$ cat config.mk
export PLATFORM = sky130hd
export DESIGN_NAME = pipeline_hazard_controller
export DESIGN_NICKNAME = d
export VERILOG_FILES = /design/src/rtl/pipeline_hazard_controller_pkg.sv /design/src/rtl/pipeline_hazard_controller_hazard_detect.sv /design/src/rtl/pipeline_hazard_controller.sv
export SDC_FILE = /design/constraint.sdc
export NUM_CORES = 1
export LEC_CHECK = 0
export CORE_MARGIN = 5
export CORE_UTILIZATION = 50
export CTS_CLUSTER_DIAMETER = 150
export DETAILED_ROUTE_END_ITERATION = 16
export DONT_BUFFER_PORTS = 1
export PLACE_DENSITY_LB_ADDON = 0.15
export SLEW_MARGIN = 40
export SYNTH_ARGS = -nofsm -noshare
export SYNTH_HDL_FRONTEND = slang
export SYNTH_HIERARCHICAL = 1
export SYNTH_SLANG_ARGS = --single-unit
$ cat constraint.sdc
create_clock -name clk_i -period 2.4 [get_ports clk_i]
set_input_delay 0.48 -clock clk_i [delete_from_list [all_inputs] [get_ports clk_i]]
set_output_delay 0.48 -clock clk_i [all_outputs]
set_load 0.005 [all_outputs]
$ cat src/rtl/pipeline_hazard_controller_pkg.sv
`default_nettype none
// ============================================================================
// Module  : pipeline_hazard_controller_pkg
// Brief   : Shared pipeline types and widths used by the hazard controller.
// Revision: 1.0 - initial release
// ============================================================================
package pipeline_hazard_controller_pkg;

  // Register-file address width and datapath word width of the core
  localparam int ADDR_WIDTH = 4;
  localparam int WORD       = 32;

  // Hazard sequencer states; encoding is visible on the debug state port
  typedef enum logic [1:0] {
    ST_RUN      = 2'd0,
    ST_LOAD_USE = 2'd1,
    ST_FLUSH    = 2'd2,
    ST_MEM_WAIT = 2'd3
  } hazard_state_t;

  // Writeback source selector of the register file
  typedef enum logic {
    RF_SRC_ALU = 1'b0,
    RF_SRC_MEM = 1'b1
  } reg_file_data_source_t;

endpackage : pipeline_hazard_controller_pkg
`default_nettype wire

$ cat src/rtl/pipeline_hazard_controller_hazard_detect.sv
`default_nettype none
// ============================================================================
// Module  : hazard_detect
// Brief   : Load-use hazard compare between ID source operands and EX load dest.
// Revision: 1.0 - initial release
// ============================================================================
module hazard_detect #(
  parameter int ADDR_WIDTH = pipeline_hazard_controller_pkg::ADDR_WIDTH
) (
  input  logic                  id_valid_i,
  input  logic [ADDR_WIDTH-1:0] id_src1_addr_i,
  input  logic [ADDR_WIDTH-1:0] id_src2_addr_i,
  input  logic [1:0]            id_src_used_i,
  input  logic                  ex_valid_i,
  input  logic                  ex_is_load_i,
  input  logic [ADDR_WIDTH-1:0] ex_dest_addr_i,
  output logic                  hazard_o
);

  import pipeline_hazard_controller_pkg::*;

  logic src1_match;
  logic src2_match;

  // Register 0 is an ordinary register here, so no zero-register exclusion
  always_comb begin
    src1_match = id_src_used_i[0] & (id_src1_addr_i == ex_dest_addr_i);
    src2_match = id_src_used_i[1] & (id_src2_addr_i == ex_dest_addr_i);
    hazard_o   = id_valid_i & ex_valid_i & ex_is_load_i & (src1_match | src2_match);
  end

endmodule : hazard_detect
`default_nettype wire

$ cat src/rtl/pipeline_hazard_controller.sv
`default_nettype none
// ============================================================================
// Module  : pipeline_hazard_controller
// Brief   : Stall/flush sequencer for the 5-stage pipeline: load-use bubbles,
//           wrong-path squash after taken branches, freeze on memory waits.
// Revision: 1.0 - initial release
// ============================================================================
module pipeline_hazard_controller #(
  parameter int ADDR_WIDTH   = pipeline_hazard_controller_pkg::ADDR_WIDTH,
  parameter int FLUSH_CYCLES = 2,
  parameter int LOADUSE_GAP  = 1
) (
  input  logic                  clk_i,
  input  logic                  reset_n_i,
  input  logic                  id_valid_i,
  input  logic [ADDR_WIDTH-1:0] id_src1_addr_i,
  input  logic [ADDR_WIDTH-1:0] id_src2_addr_i,
  input  logic [1:0]            id_src_used_i,
  input  logic                  ex_valid_i,
  input  logic                  ex_is_load_i,
  input  logic [ADDR_WIDTH-1:0] ex_dest_addr_i,
  input  logic                  ex_branch_taken_i,
  input  logic                  mem_req_i,
  input  logic                  mem_ready_i,
  output logic                  pc_stall_o,
  output logic                  if_id_stall_o,
  output logic                  id_ex_stall_o,
  output logic                  ex_mem_stall_o,
  output logic                  if_id_flush_o,
  output logic                  id_ex_flush_o,
  output logic                  ex_mem_valid_o,
  output logic [1:0]            state_o
);

  import pipeline_hazard_controller_pkg::*;

  localparam int MAX_CNT = (FLUSH_CYCLES > LOADUSE_GAP) ? FLUSH_CYCLES : LOADUSE_GAP;
  localparam int CNT_W   = $clog2(MAX_CNT) + 1;
  localparam logic [CNT_W-1:0] FLUSH_LOAD = CNT_W'(FLUSH_CYCLES - 1);
  localparam logic [CNT_W-1:0] GAP_LOAD   = CNT_W'(LOADUSE_GAP - 1);
  localparam logic [CNT_W-1:0] CNT_ONE    = CNT_W'(1);

  hazard_state_t    state, state_nxt;
  logic [CNT_W-1:0] cnt, cnt_nxt;
  logic             pend_branch, pend_nxt;
  logic             hazard;
  logic             mem_wait;
  logic             branch_eff;
  logic             run_eval;

  hazard_detect #(
    .ADDR_WIDTH (ADDR_WIDTH)
  ) u_hazard_detect (
    .id_valid_i     (id_valid_i),
    .id_src1_addr_i (id_src1_addr_i),
    .id_src2_addr_i (id_src2_addr_i),
    .id_src_used_i  (id_src_used_i),
    .ex_valid_i     (ex_valid_i),
    .ex_is_load_i   (ex_is_load_i),
    .ex_dest_addr_i (ex_dest_addr_i),
    .hazard_o       (hazard)
  );

  // State, countdown and deferred-branch registers
  always_ff @(posedge clk_i or negedge reset_n_i) begin
    if (!reset_n_i) begin
      state       <= ST_RUN;
      cnt         <= '0;
      pend_branch <= 1'b0;
    end else begin
      state       <= state_nxt;
      cnt         <= cnt_nxt;
      pend_branch <= pend_nxt;
    end
  end

  // Next state and 0-latency controls; priority mem wait > branch > load-use
  always_comb begin
    state_nxt      = state;
    cnt_nxt        = cnt;
    pend_nxt       = pend_branch;
    pc_stall_o     = 1'b0;
    if_id_stall_o  = 1'b0;
    id_ex_stall_o  = 1'b0;
    ex_mem_stall_o = 1'b0;
    if_id_flush_o  = 1'b0;
    id_ex_flush_o  = 1'b0;
    run_eval       = 1'b0;
    mem_wait       = mem_req_i & ~mem_ready_i;
    // A branch resolved while frozen is remembered and acted on once memory frees up
    branch_eff     = ex_branch_taken_i | pend_branch;

    if (mem_wait) begin
      // Freeze everything; FLUSH/LOAD_USE keep their remaining count for later
      pc_stall_o     = 1'b1;
      if_id_stall_o  = 1'b1;
      id_ex_stall_o  = 1'b1;
      ex_mem_stall_o = 1'b1;
      pend_nxt       = pend_branch | ex_branch_taken_i;
      if (state == ST_RUN) state_nxt = ST_MEM_WAIT;
    end else begin
      unique case (state)
        ST_FLUSH: begin
          // Wrong-path instructions may look like hazards; only a new branch matters
          if (branch_eff) begin
            run_eval = 1'b1;
          end else if (cnt != '0) begin
            if_id_flush_o = 1'b1;
            cnt_nxt       = cnt - CNT_ONE;
          end else begin
            state_nxt = ST_RUN;
          end
        end
        ST_LOAD_USE: begin
          if (cnt != '0 && !branch_eff) begin
            pc_stall_o    = 1'b1;
            if_id_stall_o = 1'b1;
            id_ex_flush_o = 1'b1;
            cnt_nxt       = cnt - CNT_ONE;
          end else begin
            run_eval = 1'b1;
          end
        end
        default: run_eval = 1'b1;
      endcase

      // Normal-flow decision shared by RUN, wait exit and the end of a bubble run
      if (run_eval) begin
        state_nxt = ST_RUN;
        if (branch_eff) begin
          if_id_flush_o = 1'b1;
          id_ex_flush_o = 1'b1;
          pend_nxt      = 1'b0;
          cnt_nxt       = FLUSH_LOAD;
          state_nxt     = ST_FLUSH;
        end else if (hazard) begin
          pc_stall_o    = 1'b1;
          if_id_stall_o = 1'b1;
          id_ex_flush_o = 1'b1;
          cnt_nxt       = GAP_LOAD;
          state_nxt     = ST_LOAD_USE;
        end
      end
    end

    // Reset forces a clean pipeline regardless of the clock
    if (!reset_n_i) begin
      pc_stall_o     = 1'b0;
      if_id_stall_o  = 1'b0;
      id_ex_stall_o  = 1'b0;
      ex_mem_stall_o = 1'b0;
      if_id_flush_o  = 1'b1;
      id_ex_flush_o  = 1'b1;
    end
  end

  // A held EX/MEM register keeps its content, so its load must not be marked valid
  assign ex_mem_valid_o = reset_n_i & ex_valid_i & ~ex_mem_stall_o;
  assign state_o        = state;

endmodule : pipeline_hazard_controller
`default_nettype wire

==> impl_metrics.yaml <==
floorplan:
  num_rows: 13
  die_x_um: 46.0
  die_height_um: 46.0
  dieArea_mm2: 0.00212
  design.core.area_mm2: 0.00127
  initial_utilization_pct: 51.1
  ioPinCount: 31
yosys:
  syn_avg_cell_area_um2: 8.10
  synth_largest_area_cell: "dfrtp_1"
  seq_area_frac_synth_pct: 19.3
  synth.distinct_cells: 28
  yosys.cell_count.top_type: "xor2_1"
  synth_nets: 108
  synth_edf_count: 0
  syn_area_um2: 648
  yosys_warnings: 6
  synth_area_leaders: "dfrtp_1, ha_1, xor2_1, a21oi_1, nand3_1"
  synth_common_cells: "xor2_1, a21oi_1, ha_1, inv_1, nand2_1"
  async_reset_ff_share_pct: 100
  ys_seq_elements: 5
  synth-main-ff-cell: "dfrtp_1"
  synth_cells: 80
  yosysTopAreaCellShare_pct: 19.3
timing:
  fin_crit_sh_pct: 95.2
  slew_headroom_pct: 72.8
  fin_crit_ps: 2280
  rsz0062_at_grt: "false"
  setup_violations: 0
  worst_slew_pin_slew_ps: 407
  fmaxAchievable_mhz: 438
  totalNegativeSetupSlack_ps: 0
  finalClockSkew_ps: 9.43
  maxSlewViolCount: 0
  hold_viol_final: 0
power:
  vdd_drop_max_uv: 581
  power_leakage_nw: 0.327
  powerDensity_mw_per_mm2: 1020
  total_power_mw: 0.733
global_route:
  grt_pass1_wl_um: 2550
  grt_use_met3_pct: 7.91
  use_met1_pct: 21.1
  grt_overflow: 0
  first_global_vias: 618
  grt_max_degree: 13
  antenna_found_initial: 0
  grt_use_met2_pct: 26.1
  busiest_layer: "met2"
  grt_usage_pct: 17.3
worst_setup_path:
  critical_path.max_stage_delay_ps: 400
  reg2regPathDepth: 6
  cp_cell_sequence: "inv_1 -> ha_1 -> a21bo_4 -> a31oi_4 -> a21boi_0 -> buf_4"
  cp.required_ps: 1920
  path_class: "reg2out"
  cp_data_arrival_time_ps: 1800
  crit_fanout: 4
  cp.depth: 6
  crit_buf_inv: 2
  worstSetupEndpointType: "primary output"
  startpoint_type: "flop"
  r2r_slack_ps: 650
  slowest_stage: "dfrtp_1"
  crit_family: "compound AO/OA/AOI/OAI gates"
placement:
  placed_cell_area_um2: 682
  gp_congestion: 0.807
  port_buffers: 0
  place.detailed.hpwl_um: 1250
detailed_routing:
  route.vias.total: 608
  drcViolationCount: 0
  wl_um: 1520
  post_drt_wl_per_cell_um: 14.9
  viasPerCell: 5.96
  drtIter0Drc: 8
  dr.pass1.iters: 4
  ant_nets: 0
cells_and_area:
  fin_nets: 116
  final_area_um2: 718
  syn_to_final_growth_pct: 10.8
  diodes: 0
  drive_above_1_share_pct: 14.9
outcome:
  outcome: "finished, final reports clean"
worst_hold_path:
  hold_path.class: "in2reg"
  hold_depth: 2
clocking:
  cts.repair.resized: 0
  htreeDepth: 1
  numCtsBuffers: 3
  post_cts_buffers: 0
  clk_latency_ps: 250
  path_clk_slew_ps: 50
  clockRootBuffer: "clkbuf_4"
  clock_path_buffers: 2
  clock_sinks: 5
  cts_tree: "done"
flow_run:
  drv_cap: 0
==> final cells by class <==
type,instances,area [um2]
Tap cell,15,18.8
Sequential cell,5,125
Timing Repair Buffer,6,47.5
Multi-Input combinational cell,66,478
Fill cell,126,551
Inverter,6,22.5
Clock buffer,4,26.3
==> cell families (layout without fill, tap and decap cells) <==
group	after synthesis	after routing	share of synthesized area, %
flops	5	5	19.3
buf+inv	9	16	6.95
xor+xnor	8	8	10.8
fa+ha+maj	6	6	11.6
simple gates	27	27	23.2
compound gates	25	25	28.2
==> cell usage in the layout (no fill, tap or decap), types with 2 or more instances in the layout <==
cell / n
a21oi_1: 7
a31oi_1: 2
and2b_2: 2
and3_1: 2
buf_4: 5
clkbuf_4: 3
dfrtp_1: 5
ha_1: 6
inv_1: 6
nand2_1: 6
nand2b_1: 2
nand3_1: 5
nor2_1: 3
nor3b_1: 3
nor4_1: 2
o21ai_0: 5
o22ai_1: 2
xor2_1: 8
==> worst paths after layout <==
| check | from | endpoint |
|---|---|---|
| max in group asynchronous | reset_n_i | state_o[0] |
| worst max register to register | state_o[0] | cnt[0] |
| min in group asynchronous | reset_n_i | cnt[1] |
| worst max-delay path | state_o[0] | if_id_stall_o |
| worst min-delay path | ex_branch_taken_i | pend_branch |
| worst min register to register | cnt[1] | cnt[1] |
==> routing by layer <==
layer  wire length (um)  share of wire, %
met5                  0                 0
met4                 11              0.72
met1                629                41
met2                731                48
met3                148               9.7
==> worst register-to-register path, cell delays in order, from the launching register on <==
cell     delay (ps)
dfrtp_1         400
inv_1            90
ha_1            340
a21bo_4         260
a31oi_4         210
a21bo_1         220
o22ai_1         150
==> what timing repair did <==
action	4_1_cts	5_1_grt
endpoints found under the hold margin	5	0
endpoints found under the setup margin	0	0
hold buffers	1	0
==> flip-flops by register name, indices dropped and copies added, names as in the netlist <==
signal	flops
cnt	2
pend_branch	1
state_o	2
==> power breakdown <==
part,internal (mW),switching (mW)
sequential,0.116,0.0368
clock,0.0629,0.0354
combinational,0.219,0.264
==> per-stage QoR <==
step                setup slack, ps  hold WS [ps]  std cells  util (%)
CTS                             102           416        102      56.6
finish                          115           421        102      56.6
floorplan                       204           184         80         -
detailed placement              239           185         97      53.7
global route                   28.4           421        102      56.6
global placement                260           185         97      53.7
Power figures use the tool's default switching activity.
